==> config.mk <==
export PLATFORM = sky130hd
export DESIGN_NAME = spi_adc_responder
export DESIGN_NICKNAME = d
export VERILOG_FILES = /design/src/rtl/car_sim_pkg.sv /design/src/rtl/spi_pin_sync.sv /design/src/rtl/spi_adc_responder.sv
export SDC_FILE = /design/constraint.sdc
export NUM_CORES = 1
export LEC_CHECK = 0
export ABC_CLOCK_PERIOD_IN_PS = 3100
export CAP_MARGIN = 5
export CORE_MARGIN = 10
export CORE_UTILIZATION = 58
export CTS_CLUSTER_DIAMETER = 100
export CTS_CLUSTER_SIZE = 10
export DETAILED_ROUTE_END_ITERATION = 6
export HOLD_SLACK_MARGIN = 0.12
export PLACE_DENSITY = 0.82
export SYNTH_ARGS = -nofsm -noshare
export SYNTH_HDL_FRONTEND = slang
export SYNTH_HIERARCHICAL = 1
export SYNTH_SLANG_ARGS = --single-unit
==> constraint.sdc <==
create_clock -name CLK -period 3.1 [get_ports CLK]
set_input_delay 0.62 -clock CLK [delete_from_list [all_inputs] [get_ports CLK]]
set_output_delay 0.62 -clock CLK [all_outputs]
set_load 0.01 [all_outputs]
==> src/rtl/car_sim_pkg.sv <==
// Shared definitions for the vehicle simulation blocks: SPI ADC responder
// state encoding, command/data widths and the channel codes the dashboard
// ADC master uses.
package car_sim_pkg;

    typedef enum logic [2:0] {
        IDLE,
        START,
        CMD,
        NULL,
        DATA,
        LSBF,
        DONE
    } spi_resp_state_t;

    localparam int ADC_CMD_BITS  = 3;
    localparam int ADC_DATA_BITS = 12;

    localparam logic [1:0] ADC_CH_ACCEL = 2'b10;
    localparam logic [1:0] ADC_CH_CDS   = 2'b11;

endpackage

==> src/rtl/spi_pin_sync.sv <==
// Brings the asynchronous SPI pins into the CLK domain: two-flop synchronizer
// per pin, then a registered edge detect on SCK and CS_n. Edge pulses appear
// three CLK after the pin changes; mosi_s is aligned with sck_rise.
module spi_pin_sync (
    input  logic CLK,
    input  logic global_safe_rst,
    input  logic spi_sck,
    input  logic spi_cs_n,
    input  logic spi_mosi,
    output logic sck_rise,
    output logic sck_fall,
    output logic cs_fall,
    output logic cs_rise,
    output logic mosi_s,
    output logic cs_n_s
);

    logic [2:0] w_pins;
    logic [2:0] w_sync;
    logic [1:0] r_prev;
    logic       r_sck_rise;
    logic       r_sck_fall;
    logic       r_cs_fall;
    logic       r_cs_rise;
    logic       r_mosi;

    assign w_pins = {spi_mosi, spi_cs_n, spi_sck};

    // Synchronizers reset low so a CS held low through reset never looks
    // like a falling edge afterwards.
    genvar gi;
    generate
        for (gi = 0; gi < 3; gi++) begin : g_sync
            logic r_s1;
            logic r_s2;
            // Two-flop synchronizer for one pin
            always_ff @(posedge CLK or posedge global_safe_rst) begin
                if (global_safe_rst) begin
                    r_s1 <= 1'b0;
                    r_s2 <= 1'b0;
                end else begin
                    r_s1 <= w_pins[gi];
                    r_s2 <= r_s1;
                end
            end
            assign w_sync[gi] = r_s2;
        end
    endgenerate

    // Registered edge detect for SCK/CS and MOSI aligned to the SCK edges
    always_ff @(posedge CLK or posedge global_safe_rst) begin
        if (global_safe_rst) begin
            r_prev     <= 2'b00;
            r_sck_rise <= 1'b0;
            r_sck_fall <= 1'b0;
            r_cs_fall  <= 1'b0;
            r_cs_rise  <= 1'b0;
            r_mosi     <= 1'b0;
        end else begin
            r_prev     <= w_sync[1:0];
            r_sck_rise <= w_sync[0] & ~r_prev[0];
            r_sck_fall <= ~w_sync[0] & r_prev[0];
            r_cs_rise  <= w_sync[1] & ~r_prev[1];
            r_cs_fall  <= ~w_sync[1] & r_prev[1];
            r_mosi     <= w_sync[2];
        end
    end

    assign sck_rise = r_sck_rise;
    assign sck_fall = r_sck_fall;
    assign cs_fall  = r_cs_fall;
    assign cs_rise  = r_cs_rise;
    assign mosi_s   = r_mosi;
    assign cs_n_s   = w_sync[1];

endmodule

==> src/rtl/spi_adc_responder.sv <==
// Emulates a two-channel MCP3202-style serial ADC: decodes the command
// frame from the oversampled SPI pins and shifts out the selected (or
// clamped differential) channel value, optionally followed by the
// LSB-first repeat.
module spi_adc_responder
    import car_sim_pkg::*;
#(
    parameter int DATA_BITS = ADC_DATA_BITS,
    parameter int CNT_W     = 16
) (
    input  logic                 CLK,
    input  logic                 global_safe_rst,
    input  logic                 spi_sck,
    input  logic                 spi_cs_n,
    input  logic                 spi_mosi,
    output logic                 spi_miso,
    output logic                 spi_miso_oe,
    input  logic [DATA_BITS-1:0] ch0_value,
    input  logic [DATA_BITS-1:0] ch1_value,
    output logic                 frame_done,
    output logic [1:0]           frame_ch,
    output logic                 frame_err,
    output logic [CNT_W-1:0]     frame_count
);

    localparam int IDX_W = (DATA_BITS > 1) ? $clog2(DATA_BITS) : 1;
    localparam logic [IDX_W-1:0] IDX_MAX = IDX_W'(DATA_BITS - 1);
    localparam logic [1:0] CMD_LAST = 2'(ADC_CMD_BITS - 1);

    logic w_sck_rise, w_sck_fall, w_cs_fall, w_cs_rise, w_mosi_s, w_cs_n_s;

    spi_pin_sync u_pin_sync (
        .CLK             (CLK),
        .global_safe_rst (global_safe_rst),
        .spi_sck         (spi_sck),
        .spi_cs_n        (spi_cs_n),
        .spi_mosi        (spi_mosi),
        .sck_rise        (w_sck_rise),
        .sck_fall        (w_sck_fall),
        .cs_fall         (w_cs_fall),
        .cs_rise         (w_cs_rise),
        .mosi_s          (w_mosi_s),
        .cs_n_s          (w_cs_n_s)
    );

    spi_resp_state_t       r_state, w_state_next;
    logic                  r_miso, w_miso_next;
    logic                  r_oe, w_oe_next;
    logic                  r_done, w_done_next;
    logic                  r_err, w_err_next;
    logic [1:0]            r_ch, w_ch_next;
    logic [CNT_W-1:0]      r_count, w_count_next;
    logic                  r_armed, w_armed_next;
    logic                  r_sgl, w_sgl_next;
    logic                  r_odd, w_odd_next;
    logic                  r_msbf, w_msbf_next;
    logic [1:0]            r_bit_cnt, w_bit_cnt_next;
    logic [IDX_W-1:0]      r_idx, w_idx_next;
    logic [DATA_BITS-1:0]  r_shift, w_shift_next;

    // Differences carry one extra bit; a set MSB is the borrow that clamps to 0
    logic [DATA_BITS:0]    w_diff_01, w_diff_10;
    logic [DATA_BITS-1:0]  w_result;
    logic [IDX_W-1:0]      w_idx_dn, w_idx_up;

    assign w_diff_10 = {1'b0, ch0_value} - {1'b0, ch1_value};
    assign w_diff_01 = {1'b0, ch1_value} - {1'b0, ch0_value};
    assign w_idx_dn  = r_idx - IDX_W'(1);
    assign w_idx_up  = r_idx + IDX_W'(1);

    // Conversion result for the SGL/ODD bits already received
    always_comb begin
        w_result = '0;
        case ({r_sgl, r_odd})
            ADC_CH_ACCEL: w_result = ch0_value;
            ADC_CH_CDS:   w_result = ch1_value;
            2'b00:        w_result = w_diff_10[DATA_BITS] ? '0 : w_diff_10[DATA_BITS-1:0];
            default:      w_result = w_diff_01[DATA_BITS] ? '0 : w_diff_01[DATA_BITS-1:0];
        endcase
    end

    // Next-state and output decode; a CS rise outranks any SCK edge
    always_comb begin
        w_state_next   = r_state;
        w_miso_next    = r_miso;
        w_oe_next      = r_oe;
        w_done_next    = 1'b0;
        w_err_next     = 1'b0;
        w_ch_next      = r_ch;
        w_count_next   = r_count;
        w_armed_next   = r_armed | w_cs_n_s;
        w_sgl_next     = r_sgl;
        w_odd_next     = r_odd;
        w_msbf_next    = r_msbf;
        w_bit_cnt_next = r_bit_cnt;
        w_idx_next     = r_idx;
        w_shift_next   = r_shift;

        if (r_state == IDLE) begin
            w_oe_next   = 1'b0;
            w_miso_next = 1'b0;
            if (w_cs_fall && r_armed) begin
                w_state_next = START;
                w_oe_next    = 1'b1;
            end
        end else if (w_cs_rise) begin
            w_err_next   = (r_state != DONE);
            w_state_next = IDLE;
            w_oe_next    = 1'b0;
            w_miso_next  = 1'b0;
        end else begin
            case (r_state)
                START: begin
                    if (w_sck_rise && w_mosi_s) begin
                        w_state_next   = CMD;
                        w_bit_cnt_next = 2'd0;
                    end
                end
                CMD: begin
                    if (w_sck_rise) begin
                        w_bit_cnt_next = r_bit_cnt + 2'd1;
                        if (r_bit_cnt == 2'd0) begin
                            w_sgl_next = w_mosi_s;
                        end else if (r_bit_cnt == 2'd1) begin
                            w_odd_next = w_mosi_s;
                        end else if (r_bit_cnt == CMD_LAST) begin
                            w_msbf_next    = w_mosi_s;
                            w_shift_next   = w_result;
                            w_bit_cnt_next = 2'd0;
                            w_state_next   = NULL;
                        end
                    end
                end
                NULL: begin
                    if (w_sck_fall) begin
                        if (r_bit_cnt == 2'd0) begin
                            w_miso_next    = 1'b0;
                            w_bit_cnt_next = 2'd1;
                        end else begin
                            w_miso_next  = r_shift[IDX_MAX];
                            w_idx_next   = IDX_MAX;
                            w_state_next = DATA;
                        end
                    end
                end
                DATA: begin
                    if (w_sck_fall && r_idx != '0) begin
                        w_idx_next  = w_idx_dn;
                        w_miso_next = r_shift[w_idx_dn];
                    end else if (w_sck_rise && r_idx == '0) begin
                        if (r_msbf) begin
                            w_state_next = DONE;
                            w_miso_next  = 1'b0;
                            w_done_next  = 1'b1;
                            w_ch_next    = {r_sgl, r_odd};
                            w_count_next = r_count + CNT_W'(1);
                        end else begin
                            w_state_next = LSBF;
                        end
                    end
                end
                LSBF: begin
                    if (w_sck_fall && r_idx != IDX_MAX) begin
                        w_idx_next  = w_idx_up;
                        w_miso_next = r_shift[w_idx_up];
                    end else if (w_sck_rise && r_idx == IDX_MAX) begin
                        w_state_next = DONE;
                        w_miso_next  = 1'b0;
                        w_done_next  = 1'b1;
                        w_ch_next    = {r_sgl, r_odd};
                        w_count_next = r_count + CNT_W'(1);
                    end
                end
                DONE: begin
                    w_miso_next = 1'b0;
                end
                default: begin
                    w_state_next = IDLE;
                end
            endcase
        end
    end

    // State and output registers
    always_ff @(posedge CLK or posedge global_safe_rst) begin
        if (global_safe_rst) begin
            r_state   <= IDLE;
            r_miso    <= 1'b0;
            r_oe      <= 1'b0;
            r_done    <= 1'b0;
            r_err     <= 1'b0;
            r_ch      <= 2'b00;
            r_count   <= '0;
            r_armed   <= 1'b0;
            r_sgl     <= 1'b0;
            r_odd     <= 1'b0;
            r_msbf    <= 1'b0;
            r_bit_cnt <= 2'd0;
            r_idx     <= '0;
            r_shift   <= '0;
        end else begin
            r_state   <= w_state_next;
            r_miso    <= w_miso_next;
            r_oe      <= w_oe_next;
            r_done    <= w_done_next;
            r_err     <= w_err_next;
            r_ch      <= w_ch_next;
            r_count   <= w_count_next;
            r_armed   <= w_armed_next;
            r_sgl     <= w_sgl_next;
            r_odd     <= w_odd_next;
            r_msbf    <= w_msbf_next;
            r_bit_cnt <= w_bit_cnt_next;
            r_idx     <= w_idx_next;
            r_shift   <= w_shift_next;
        end
    end

    assign spi_miso    = r_miso;
    assign spi_miso_oe = r_oe;
    assign frame_done  = r_done;
    assign frame_err   = r_err;
    assign frame_ch    = r_ch;
    assign frame_count = r_count;

endmodule

==> results.py <==
metrics = {
    "timing": {
        "worst_slew_pin_slew_ns": 0.8763,
        "period_share_pct": 95.68,
        "layout_min_cycle_time_ns": 2.966,
        "relSlewSlack_pct": 41.58,
        "skew_ns": 0.006551,
        "setup_violations": 0,
        "final_hold_viol_count": 0,
        "rsz0062_at_grt": "false",
        "hold_ws_ns": 0.3577,
        "fmax_mhz": 337.1,
        "fin_ws_ns": 0.1338,
        "slew_viol_final": 0,
    },
    "logic_synthesis": {
        "synth.top_cell.area_share_pct": 32.03,
        "yosys.area.top_type": "dfrtp_1",
        "synth_seq_cells": 60,
        "seq_area_frac_synth_pct": 32.03,
        "yosys-top-cells-count": "60 x dfrtp_1, 53 x nand2_1, 37 x inv_1",
        "synth_flop_cell": "dfrtp_1",
        "ys_warn_count": 6,
        "yosys.cell_types.count": 76,
        "avgSynthCellArea_um2": 8.930,
        "netlist_area_um2": 4688,
        "async_reset_ff_share_pct": 100.0,
        "synth_fp_nets": 585,
        "synthCells": 525,
        "synth_edf_count": 0,
        "synth_most_common_cell": "dfrtp_1",
        "synth_area_leaders": "dfrtp_1 32%, ha_1 7.7%, nand2_1 4.2%",
    },
    "setup_path": {
        "critPathLaunchType": "input port",
        "arrival_ns": 3.19,
        "path_cells": "clkdlybuf4s50_1, inv_1, ha_1, inv_1, fa_1, nand3_1, a21oi_1, o311a_1, or2_1, a222oi_1, a21oi_1",
        "cp_data_required_time_ns": 3.32,
        "critPathMaxFanout": 7,
        "worstSetupEndpointType": "register",
        "cp_slowest_stage_delay_ns": 0.45,
        "critPathSlowestCell": "clkdlybuf4s50_1",
        "crit_type": "in2reg",
    },
    "floorplanning": {
        "die-area_um2": 12080,
        "fp.dieW_um": 109.9,
        "io_pins": 51,
        "start_util_pct": 60.05,
        "rows": 32,
        "core_um2": 7807,
        "fp.dieH_um": 109.9,
    },
    "clock_network": {
        "cts.sinks": 60,
        "clk_latency_ns": 0.34,
        "cts_hold_buf": 0,
        "clk_path_buf_depth": 2,
        "cts_resized": 0,
        "root_buffer": "clkbuf_8",
        "post_cts_buffers": 0,
        "h-tree-depth": 3,
        "cts_tree": "done",
        "numCtsBuffers": 9,
        "clk_pin_slew_ns": 0.07,
    },
    "final_layout": {
        "syn2layout_area_growth_pct": 20.23,
        "diodes": 0,
        "regArea_um2": 1501,
        "fin_nets": 653,
        "drive_above_1_share_pct": 15.55,
        "fillerInstances": 591,
        "multiInputGateArea_um2": 2889,
    },
    "status": {
        "status": "finished clean",
    },
    "place": {
        "hpwl_um": 9417,
        "place_congestion": 0.9058,
        "dpl_worst_slack_ns": -0.1857,
        "port_buffers": 50,
    },
    "power_and_ir_drop": {
        "ir_drop_mv": 0.2676,
        "seqPwrFrac_pct": 35.7,
        "p_sw_share_pct": 40.89,
        "p_int_mw": 1.853,
        "power_density_nw_per_um2": 556.3,
        "pwr-share-clk_pct": 20.0,
        "switchingPower_mw": 1.282,
        "finalPower_mw": 3.136,
        "p_comb_share_pct": 44.2,
        "p_leak_nw": 2.563,
    },
    "job": {
        "drv_cap": 0,
    },
    "global_routing": {
        "grt_util_met3_pct": 4.974,
        "grt_overflow": 0,
        "use_met2_pct": 35.01,
        "grt_pass1_wl_um": 20800,
        "grt_usage_pct": 21.20,
        "busiest_layer": "met2",
        "antenna_found_initial": 0,
        "grt_max_degree": 30,
        "grt_pass1_vias": 4248,
        "grt_use_met1_pct": 27.56,
    },
    "routing": {
        "post_drt_wl_per_cell_um": 17.45,
        "drc": 0,
        "via_per_inst": 5.979,
        "routed_wl_um": 12210,
        "ant_nets": 0,
        "drt_iter0_drc": 233,
        "drt-pass1-iter-count": 5,
        "vias": 4185,
    },
    "worst_hold_path": {
        "hold_path_class": "reg2reg",
    },
}
layout make-up:
type / count / share of cell area (%)
multi-input combinational: 394 / 51.25
sequential: 60 / 26.64
clock buffer: 9 / 2.198
tap: 102 / 2.264
timing repair buffer: 90 / 14.21
clock inverter: 7 / 0.9101
inverter: 38 / 2.531
power groups by stage:
stage,Clock (mW),Combinational [mW],Sequential [mW]
after floorplan,0,1.17,0.958
after global placement,0,1.33,1.12
after detailed placement,0,1.37,1.13
after CTS,0.640,1.38,1.11
after global routing,0.670,1.53,1.15
final,0.629,1.39,1.12
per-stage QoR:
step / TNS (ns) / instance area (um2) / std cells / utilization, %
after floorplan: 0 / 4688 / 525 / -
after global placement: -0.6028 / 5461 / 684 / 69.95
after detailed placement: -1.522 / 5461 / 684 / 69.95
after CTS: 0 / 5637 / 700 / 72.20
after global routing: 0 / 5637 / 700 / 72.20
final: 0 / 5637 / 700 / 72.20
cell families (layout without fill, tap and decap cells):
family          after synthesis  count (layout)  synth area share, %
compound gates              138             138                20.44
xor+xnor                     30              30                5.604
fa+ha+maj                    31              31                8.594
buf+inv                      71             144                6.351
flops                        60              60                32.03
mux                          20              20                6.112
simple gates                175             175                20.87
flip-flops by register name, summed over array words and instances, names as in the netlist:
name                    count
u_pin_sync/mosi_s           1
r_armed                     1
r_bit_cnt                   2
spi_miso                    1
u_pin_sync/sck_rise         1
frame_count                16
u_pin_sync/sck_fall         1
spi_miso_oe                 1
u_pin_sync/cs_rise          1
u_pin_sync/r_prev           2
r_odd                       1
r_idx                       4
r_sgl                       1
u_pin_sync/cs_n_s           1
u_pin_sync/g_sync.r_s1      3
u_pin_sync/g_sync.r_s2      2
u_pin_sync/cs_fall          1
frame_ch                    2
frame_done                  1
frame_err                   1
r_shift                    12
r_msbf                      1
r_state                     3
final timing paths:
path	endpoint	slack, ns	cells past startpoint	from
min in group asynchronous	u_pin_sync/cs_n_s$_DFF_PP0_	0.63	2	global_safe_rst
max reg2reg	frame_count[10]$_DFFE_PP0P_	0.47	9	r_idx[0]$_DFFE_PP0P_
max	r_shift[4]$_DFFE_PP0P_	0.13	11	ch1_value[0]
min reg2reg	u_pin_sync/cs_n_s$_DFF_PP0_	0.36	0	u_pin_sync/g_sync[1].r_s1$_DFF_PP0_
min	u_pin_sync/cs_n_s$_DFF_PP0_	0.36	0	u_pin_sync/g_sync[1].r_s1$_DFF_PP0_
max in group asynchronous	r_state[1]$_DFFE_PP0P_	1.72	3	global_safe_rst
worst max-delay path: cells and delay by family:
family | cells | cell delay (ns)
compound gates | 4 | 0.96
fa+ha+maj | 2 | 0.55
buf+inv | 3 | 0.59
simple gates | 2 | 0.46
cells in the final DEF, fill, tap and decap left out, types with 10 or more instances in the layout:
cell type | synthesis | routed
nor2_1 | 32 | 32
dfrtp_1 | 60 | 60
inv_1 | 37 | 36
xor2_1 | 18 | 18
clkdlybuf4s50_1 | 0 | 50
nand2_1 | 53 | 53
buf_4 | 1 | 40
ha_1 | 29 | 29
nand3_1 | 10 | 10
xnor2_1 | 12 | 12
o21ai_0 | 36 | 36
a21oi_1 | 22 | 22
metal layers:
| metal | wire length (um) | vias up |
|---|---|---|
| met2 | 5933 | 145 |
| met1 | 5428 | 1991 |
| met3 | 736 | 16 |
| met5 | 0 | - |
| met4 | 113 | 0 |
| li1 | - | 2033 |
(Power assumes the default switching activity.)
